## src/rtl/gam_sel_arbiter_if.sv

```systemverilog
// gam_sel_arbiter_if: requester/consumer bus between the round-robin arbiter and its peers.
// master is the arbiter side; slave is the requester/consumer side.
interface gam_sel_arbiter_if;
    logic [3:0] req_valid;
    logic [3:0] req_last;
    logic [3:0] req_ready;
    logic       out_ready;
    logic       out_valid;
    logic       out_last;
    logic [1:0] select;
    logic [3:0] grant;
    logic       busy;
    logic       forced_release;
    modport master (
        input  req_valid, req_last, out_ready,
        output req_ready, out_valid, out_last, select, grant, busy, forced_release
    );
    modport slave (
        output req_valid, req_last, out_ready,
        input  req_ready, out_valid, out_last, select, grant, busy, forced_release
    );
endinterface

```

## src/rtl/gam_sel_arbiter.sv

```systemverilog
// gam_sel_arbiter: round-robin grant of one of four beat streams onto the 4:1 mux select,
// ending each grant on last beat, burst cap or stall timeout.
module gam_sel_arbiter #(
    parameter int MAX_BURST     = 8,
    parameter int STALL_TIMEOUT = 16
) (
    input logic               clk,
    input logic               reset_n,
    gam_sel_arbiter_if.master bus
);
    localparam int BW = $clog2(MAX_BURST + 1);
    localparam int SW = $clog2(STALL_TIMEOUT + 1);

    typedef enum logic {IDLE, GRANT} state_t;

    state_t          state_q, state_d;
    logic [1:0]      rr_ptr_q, rr_ptr_d;
    logic [1:0]      select_q, select_d;
    logic [3:0]      grant_q, grant_d;
    logic [BW-1:0]   beat_cnt_q, beat_cnt_d;
    logic [SW-1:0]   stall_cnt_q, stall_cnt_d;
    logic            forced_q, forced_d;
    logic [1:0]      pick;
    logic            busy, live, vs, ls, cap, stall_hit, xfer, rel;

    always_comb begin
        pick = rr_ptr_q;
        for (int k = 3; k >= 0; k--)
            if (bus.req_valid[rr_ptr_q + 2'(k)]) pick = rr_ptr_q + 2'(k);
    end

    // Handshake outputs are masked while reset is asserted so a mid-burst reset moves no beat.
    always_comb begin
        busy          = state_q == GRANT;
        live          = busy && reset_n;
        vs            = bus.req_valid[select_q];
        ls            = bus.req_last[select_q];
        cap           = beat_cnt_q == BW'(MAX_BURST - 1);
        stall_hit     = busy && !vs && stall_cnt_q == SW'(STALL_TIMEOUT - 1);
        bus.out_valid = live && vs;
        bus.out_last  = live && vs && (ls || cap);
        bus.req_ready = (live && bus.out_ready) ? 4'b0001 << select_q : 4'b0000;
        xfer          = bus.out_valid && bus.out_ready;
        rel           = (xfer && bus.out_last) || stall_hit;
    end

    always_comb begin
        state_d     = state_q;
        rr_ptr_d    = rr_ptr_q;
        select_d    = select_q;
        grant_d     = grant_q;
        beat_cnt_d  = beat_cnt_q;
        stall_cnt_d = stall_cnt_q;
        forced_d    = 1'b0;
        if (!busy) begin
            beat_cnt_d  = '0;
            stall_cnt_d = '0;
            if (|bus.req_valid) begin
                state_d  = GRANT;
                select_d = pick;
                grant_d  = 4'b0001 << pick;
            end
        end else if (rel) begin
            state_d     = IDLE;
            grant_d     = '0;
            rr_ptr_d    = select_q + 2'd1;
            forced_d    = stall_hit || !ls;
            beat_cnt_d  = '0;
            stall_cnt_d = '0;
        end else begin
            beat_cnt_d  = beat_cnt_q + BW'(xfer);
            stall_cnt_d = vs ? '0 : stall_cnt_q + SW'(1);
        end
    end

    always_ff @(posedge clk) begin
        if (!reset_n) begin
            state_q     <= IDLE;
            rr_ptr_q    <= '0;
            select_q    <= '0;
            grant_q     <= '0;
            beat_cnt_q  <= '0;
            stall_cnt_q <= '0;
            forced_q    <= 1'b0;
        end else begin
            state_q     <= state_d;
            rr_ptr_q    <= rr_ptr_d;
            select_q    <= select_d;
            grant_q     <= grant_d;
            beat_cnt_q  <= beat_cnt_d;
            stall_cnt_q <= stall_cnt_d;
            forced_q    <= forced_d;
        end
    end

    assign bus.select         = select_q;
    assign bus.grant          = grant_q;
    assign bus.busy           = busy;
    assign bus.forced_release = forced_q;
endmodule

```

## src/flat_wrapper.sv

```systemverilog
// flat-port wrapper written by rule: the top's interface ports become plain ports
module gam_sel_arbiter_flat 
#(
    parameter int MAX_BURST     = 8,
    parameter int STALL_TIMEOUT = 16
)
  (clk, reset_n, bus_req_valid, bus_req_last, bus_out_ready, bus_req_ready, bus_out_valid, bus_out_last, bus_select, bus_grant, bus_busy, bus_forced_release);
  gam_sel_arbiter_if bus_i ();
  input logic clk;
  input logic reset_n;
  input wire logic [$bits(bus_i.req_valid)-1:0] bus_req_valid;
  input wire logic [$bits(bus_i.req_last)-1:0] bus_req_last;
  input wire logic [$bits(bus_i.out_ready)-1:0] bus_out_ready;
  output wire logic [$bits(bus_i.req_ready)-1:0] bus_req_ready;
  output wire logic [$bits(bus_i.out_valid)-1:0] bus_out_valid;
  output wire logic [$bits(bus_i.out_last)-1:0] bus_out_last;
  output wire logic [$bits(bus_i.select)-1:0] bus_select;
  output wire logic [$bits(bus_i.grant)-1:0] bus_grant;
  output wire logic [$bits(bus_i.busy)-1:0] bus_busy;
  output wire logic [$bits(bus_i.forced_release)-1:0] bus_forced_release;
  assign bus_i.req_valid = bus_req_valid;
  assign bus_i.req_last = bus_req_last;
  assign bus_i.out_ready = bus_out_ready;
  assign bus_req_ready = bus_i.req_ready;
  assign bus_out_valid = bus_i.out_valid;
  assign bus_out_last = bus_i.out_last;
  assign bus_select = bus_i.select;
  assign bus_grant = bus_i.grant;
  assign bus_busy = bus_i.busy;
  assign bus_forced_release = bus_i.forced_release;
  gam_sel_arbiter #(.MAX_BURST(MAX_BURST), .STALL_TIMEOUT(STALL_TIMEOUT)) u_core (.clk(clk), .reset_n(reset_n), .bus(bus_i));
endmodule
```

## config.mk

```make
export PLATFORM = sky130hd
export DESIGN_NAME = gam_sel_arbiter_flat
export DESIGN_NICKNAME = d
export VERILOG_FILES = /design/src/rtl/gam_sel_arbiter_if.sv /design/src/rtl/gam_sel_arbiter.sv /design/src/flat_wrapper.sv
export SDC_FILE = /design/constraint.sdc
export NUM_CORES = 1
export LEC_CHECK = 0
export CORE_MARGIN = 1
export CORE_UTILIZATION = 40
export CTS_BUF_LIST = sky130_fd_sc_hd__clkbuf_4 sky130_fd_sc_hd__clkbuf_8 sky130_fd_sc_hd__clkbuf_16
export DETAILED_ROUTE_END_ITERATION = 16
export PLACE_DENSITY = 0.65
export SLEW_MARGIN = 20
export SYNTH_ARGS = -nofsm -noshare
export SYNTH_HDL_FRONTEND = slang
export SYNTH_SLANG_ARGS = --single-unit
```

## constraint.sdc

```tcl
create_clock -name clk -period 2.5 [get_ports clk]
set_clock_uncertainty 0.15 [all_clocks]
set_input_delay 0.75 -clock clk [delete_from_list [all_inputs] [get_ports clk]]
set_output_delay 0.75 -clock clk [all_outputs]
set_load 0.02 [all_outputs]
```

## Word level (Yosys, flattened, before mapping)

Index checks and enable logic that the tools add are counted.
W data, S select, Z words.

- Register bits: 19
- Input port bits: 11
- Output and inout bits: 14
- Logic and storage cells: 69

- Add/subtract/negate cells: 6
- $lt $le $gt $ge: 5
- Equality and inequality tests: 3
- Shift-type cells: 2
- Multiplexer cells: 23
- Bitwise operators: 2
- Reduce and logical (&&, ||, !) cells: 21

Operator list:

| operator | count |
|---|---|
| $mux W4 | 4 |
| $lt A2 B3 Y1 const B | 5 |
| $bmux W1 S2 | 6 |
| $mux W1 | 9 |
| $logic_and A1 B1 Y1 | 8 |
| $mux W2 | 4 |
| $reduce_or A4 Y1 | 2 |
| $shl A1 B2 Y4 const A | 2 |
| $reduce_and A2 Y1 | 3 |
| $add A5 B1 Y5 const B | 1 |
| $eq A5 B4 Y1 const B | 1 |
| $add A2 B1 Y2 const B | 2 |
| $add A2 B2 Y2 const B | 2 |
| $add A4 B1 Y4 | 1 |
| $eq A4 B3 Y1 const B | 1 |
| $logic_or A1 B1 Y1 | 3 |
| $reduce_and A3 Y1 | 1 |
| $reduce_or A3 Y1 | 1 |
| $logic_not A1 Y1 | 2 |
| $ne A2 B2 Y1 const B | 1 |
| $not A1 Y1 | 2 |
| $reduce_bool A2 Y1 | 1 |

## Longest topological paths before layout

Gate-level depths: netlist of run 1.

- Depth in word-level cells: 10
- Mapped depth: 8
- Mapped depth without buffers: 8

## Worst setup path before layout of run 1

Ideal clock, no wire load.

- Path kind: input to output
- Start: input bus_req_last[3]
- End: output bus_out_last
- Arrival time: 1655 ps
- Slack: -55 ps
- Stages on the path: 3
- Buffers on the path: 0
- Cells stage by stage: mux4_2 > o21a_4 > nor2b_1

- Cells in the longest elaborated chain, start to end: 4

Ends and longest elaborated chain:

| element | RTL line | text |
|---|---|---|
| from (decl) | flat_wrapper.sv:12 | `input wire logic [$bits(bus_i.req_last)-1:0] bus_req_last;` |
| $bmux W1 S2 | gam_sel_arbiter.sv:37 | `ls = bus.req_last[select_q];` |
| $mux W1 (not written as such) | gam_sel_arbiter.sv:37 |  |
| $logic_or A1 B1 Y1 | gam_sel_arbiter.sv:41 | `bus.out_last = live && vs && (ls \|\| cap);` |
| $logic_and A1 B1 Y1 | gam_sel_arbiter.sv:41 |  |
| to (decl) | flat_wrapper.sv:16 | `output wire logic [$bits(bus_i.out_last)-1:0] bus_out_last;` |

No other way between the ends. The select of a mux whose other input is x is not followed.

## Final worst setup path of run 1

- Start: input bus_req_last[2]
- End: output bus_out_last

The elaborated chain is that of the path after synthesis.

==> impl_metrics.toml, run 1 <==
[status]
status = "complete, but fails checks"
violations = "setup timing"

[power]
power_leakage_nw = 0.6773
pwr-share-seq = 0.469
worst_ir_drop_vdd_uv = 366.7
p_int_mw = 0.4968
combPwrFrac = 0.289
p_clk_frac = 0.242
power_density_mw_per_mm2 = 456.0
power_mw = 0.6915
p_sw_frac = 0.2815
p_sw_mw = 0.1947

[clocking]
clock-sinks = 19
postCtsHoldBufs = 0
cts_tree = "yes"
clk-insertion-delay-late_ps = 300
numCtsBuffers = 3
cts_max_path_buffers = 2
path_clk_slew_ps = 110
cts_max_level = 1
clock-root-buffer = "clkbuf_4"

[hold_path]
min_path_type = "register to register"
hold_path.startpoint = "u_core.stall_cnt_q[0]"

[die]
die_y_um = 52.65
io_pins = 25
start_util = 0.4425
die_width_um = 52.65
die_area_mm2 = 0.002772
row_count = 17
core_area_mm2 = 0.002318

[timing]
setup_viol_count_final = 2
worst_slack_ps = -183.8
final_hold_viol_count = 0
rsz0062_at_grt = "yes"
slew_headroom = 0.6625
tightest_slew_ps = 501.6
slew_violations = 0
fin_crit_sh = 1.074
max_freq_mhz = 372.6
timing.final.crit_period_ps = 2684

[flow_run]
cap_violations = 0

[setup_path]
r2r-start = "u_core.bus.select[1]"
path_cells = "buf_2 -> mux4_2 -> o21a_4 -> nor2b_4 -> buf_6"
cp_slowest_stage_delay_ps = 480
slowest_stage = "mux4_2"
critPathKind = "input pin to output port"
cp_max_fo = 2
cp-startpoint = "bus_req_last[2]"
cp_data_arrival_time_ps = 1780
cp.required_ps = 1600
startpoint_type = "input pin"
endpoint_kind = "output port"

[finish]
area_delta_synth_final_pct = 47.80
drive_above_1_share = 0.3354
final_common_cell = "buf_4"
finalNonFillerCells = 192
n_fill_cell = 191
n_antenna_cell = 0
final_area_mm2 = 0.001516
most-common-layout-cells = "26 x buf_4, 19 x dfxtp_1, 12 x nor2_1"
nets = 184

[drt]
viasPerCell = 5.063
vias = 972
first_pass_iters = 4
routed_wl_mm = 2.363
ant_nets = 0
drt-initial-drc-count = 13
wire_per_inst_um = 12.31
drc = 0

[place]
port_buffers = 24
dpl.hpwl_mm = 1.916
placed_cells = 184
placed_cell_area_mm2 = 0.001466
gp_congestion = 0.7738

[global_routing]
grt_pass1_vias = 968
antenna_found_initial = 0
gr-usage-all-layers = 0.2044
grt_max_degree = 11
grt-ovfl-total = 0
grt_pass1_wl_mm = 4.153

[logic_synthesis]
avgSynthCellArea_um2 = 9.243
ys_seq_area_frac = 0.3707
synthCells = 111
synth-seq-cells = 19
syn_nets = 130
netlist_area_mm2 = 0.001026
yosys_warnings = 0
synth.lib_cells_used.distinct = 31
-- critical path: cells and delay by family --
family,cells,cell delay (ps)
multiplexers,1,480
AO/OA/AOI/OAI,1,210
AND/OR/NAND/NOR,1,120
buffers and inverters,2,220
-- synth_stat cells --
cell type	n	area (um^2)
or2_2	2	12.51
o31ai_1	1	7.510
nand2b_1	5	31.28
o21bai_1	1	7.510
ha_1	8	100.1
nand2_1	5	18.77
and2_1	9	56.30
o21ai_0	1	5.000
a211oi_2	2	25.02
mux4_2	2	45.04
nor2b_1	1	6.260
dfxtp_1	19	380.4
a21oi_4	1	16.27
nand3_1	5	25.02
nor4_1	1	6.260
and3_1	3	18.77
a21boi_0	1	7.510
a21o_1	2	15.01
or3b_2	1	8.760
o22ai_1	1	6.260
nor2_1	12	45.04
xor2_1	2	17.52
a32oi_1	2	17.52
a211oi_1	1	7.510
a21oi_1	9	45.04
xnor2_1	2	17.52
o21a_4	1	15.01
nor3b_1	1	7.510
inv_1	7	26.28
o22a_1	2	17.52
and4b_1	1	10.01
-- area by class of cell --
class / instances / area, um^2 / area share
clock buffer: 4 / 30.03 / 0.01980
sequential: 19 / 380.4 / 0.2508
timing repair buffer: 49 / 407.9 / 0.2690
inverter: 7 / 26.28 / 0.01733
multi-input combinational: 85 / 636.9 / 0.4200
tap: 28 / 35.03 / 0.02310
-- stage by stage --
stage / hold slack [ps] / setup TNS (ps) / setup WS [ps] / util
after CTS: 308.7 / -282.3 / -213.4 / 0.6422
after global routing: 335.5 / -274.7 / -201.4 / 0.6541
after detailed placement: 285.2 / -8969 / -924.8 / 0.6325
after floorplan: 267.6 / 0 / 12.87 / -
after global placement: 282.5 / -8303 / -883.2 / 0.6325
final: 305.6 / -240.2 / -183.8 / 0.6541
-- metal layers --
metal | vias to the layer above | GRT usage | wire length (um)
li1 | 500 | - | -
met1 | 445 | 0.2422 | 1075
met2 | 25 | 0.3629 | 1135
met3 | 2 | 0.04928 | 138
met4 | 0 | 0.05263 | 13
met5 | - | 0 | 0
-- worst paths after layout --
check                          endpoint  slack, ps  depth (start not counted)
setup / recovery           bus_out_last       -180                          5
hold / removal    u_core.stall_cnt_q[0]        310                          1
setup reg to reg   u_core.beat_cnt_q[2]        250                          8
hold reg to reg   u_core.stall_cnt_q[0]        310                          1
-- power groups by stage --
stage                     registers [mW]  clock network (mW)  logic (mW)
after floorplan                    0.344                   0      0.0751
after global placement             0.330                   0       0.191
after detailed placement           0.331                   0       0.194
after CTS                          0.324               0.172       0.196
after global routing               0.325               0.187       0.220
final                              0.324               0.167       0.200
-- state kept, by name, summed over array words and instances (netlist names) --
| register | cells |
|---|---|
| u_core.bus.grant | 4 |
| u_core.bus.select | 2 |
| u_core.beat_cnt_q | 4 |
| u_core.rr_ptr_q | 2 |
| u_core.bus.busy | 1 |
| u_core.bus.forced_release | 1 |
| u_core.stall_cnt_q | 5 |
-- repair_timing --
item	4_1_cts	5_1_grt
setup buffers	2	2
setup endpoints to repair	9	2
gates cloned	0	0
gates resized for setup	65	2
pin swaps	3	1
-- cells by family after synthesis --
kind of cell    Yosys count  synth area share
flops                    19            0.3707
buf+inv                   7           0.02561
compound gates           25            0.1878
mux                       2           0.04390
xor+xnor                  4           0.03415
fa+ha+maj                 8           0.09756
simple gates             46            0.2402
No activity file was read; power rests on OpenSTA's default activity.
==> run 2, diff against run 1 <==
--- a/config.mk
+++ b/config.mk
@@ -10,7 +10,6 @@
 export CTS_BUF_LIST = sky130_fd_sc_hd__clkbuf_4 sky130_fd_sc_hd__clkbuf_8 sky130_fd_sc_hd__clkbuf_16
 export DETAILED_ROUTE_END_ITERATION = 16
 export PLACE_DENSITY = 0.65
-export SLEW_MARGIN = 20
 export SYNTH_ARGS = -nofsm -noshare
 export SYNTH_HDL_FRONTEND = slang
 export SYNTH_SLANG_ARGS = --single-unit
==> results of run 2 <==
Same layout as run 1: the final DEF is identical, and so are final timing and power.
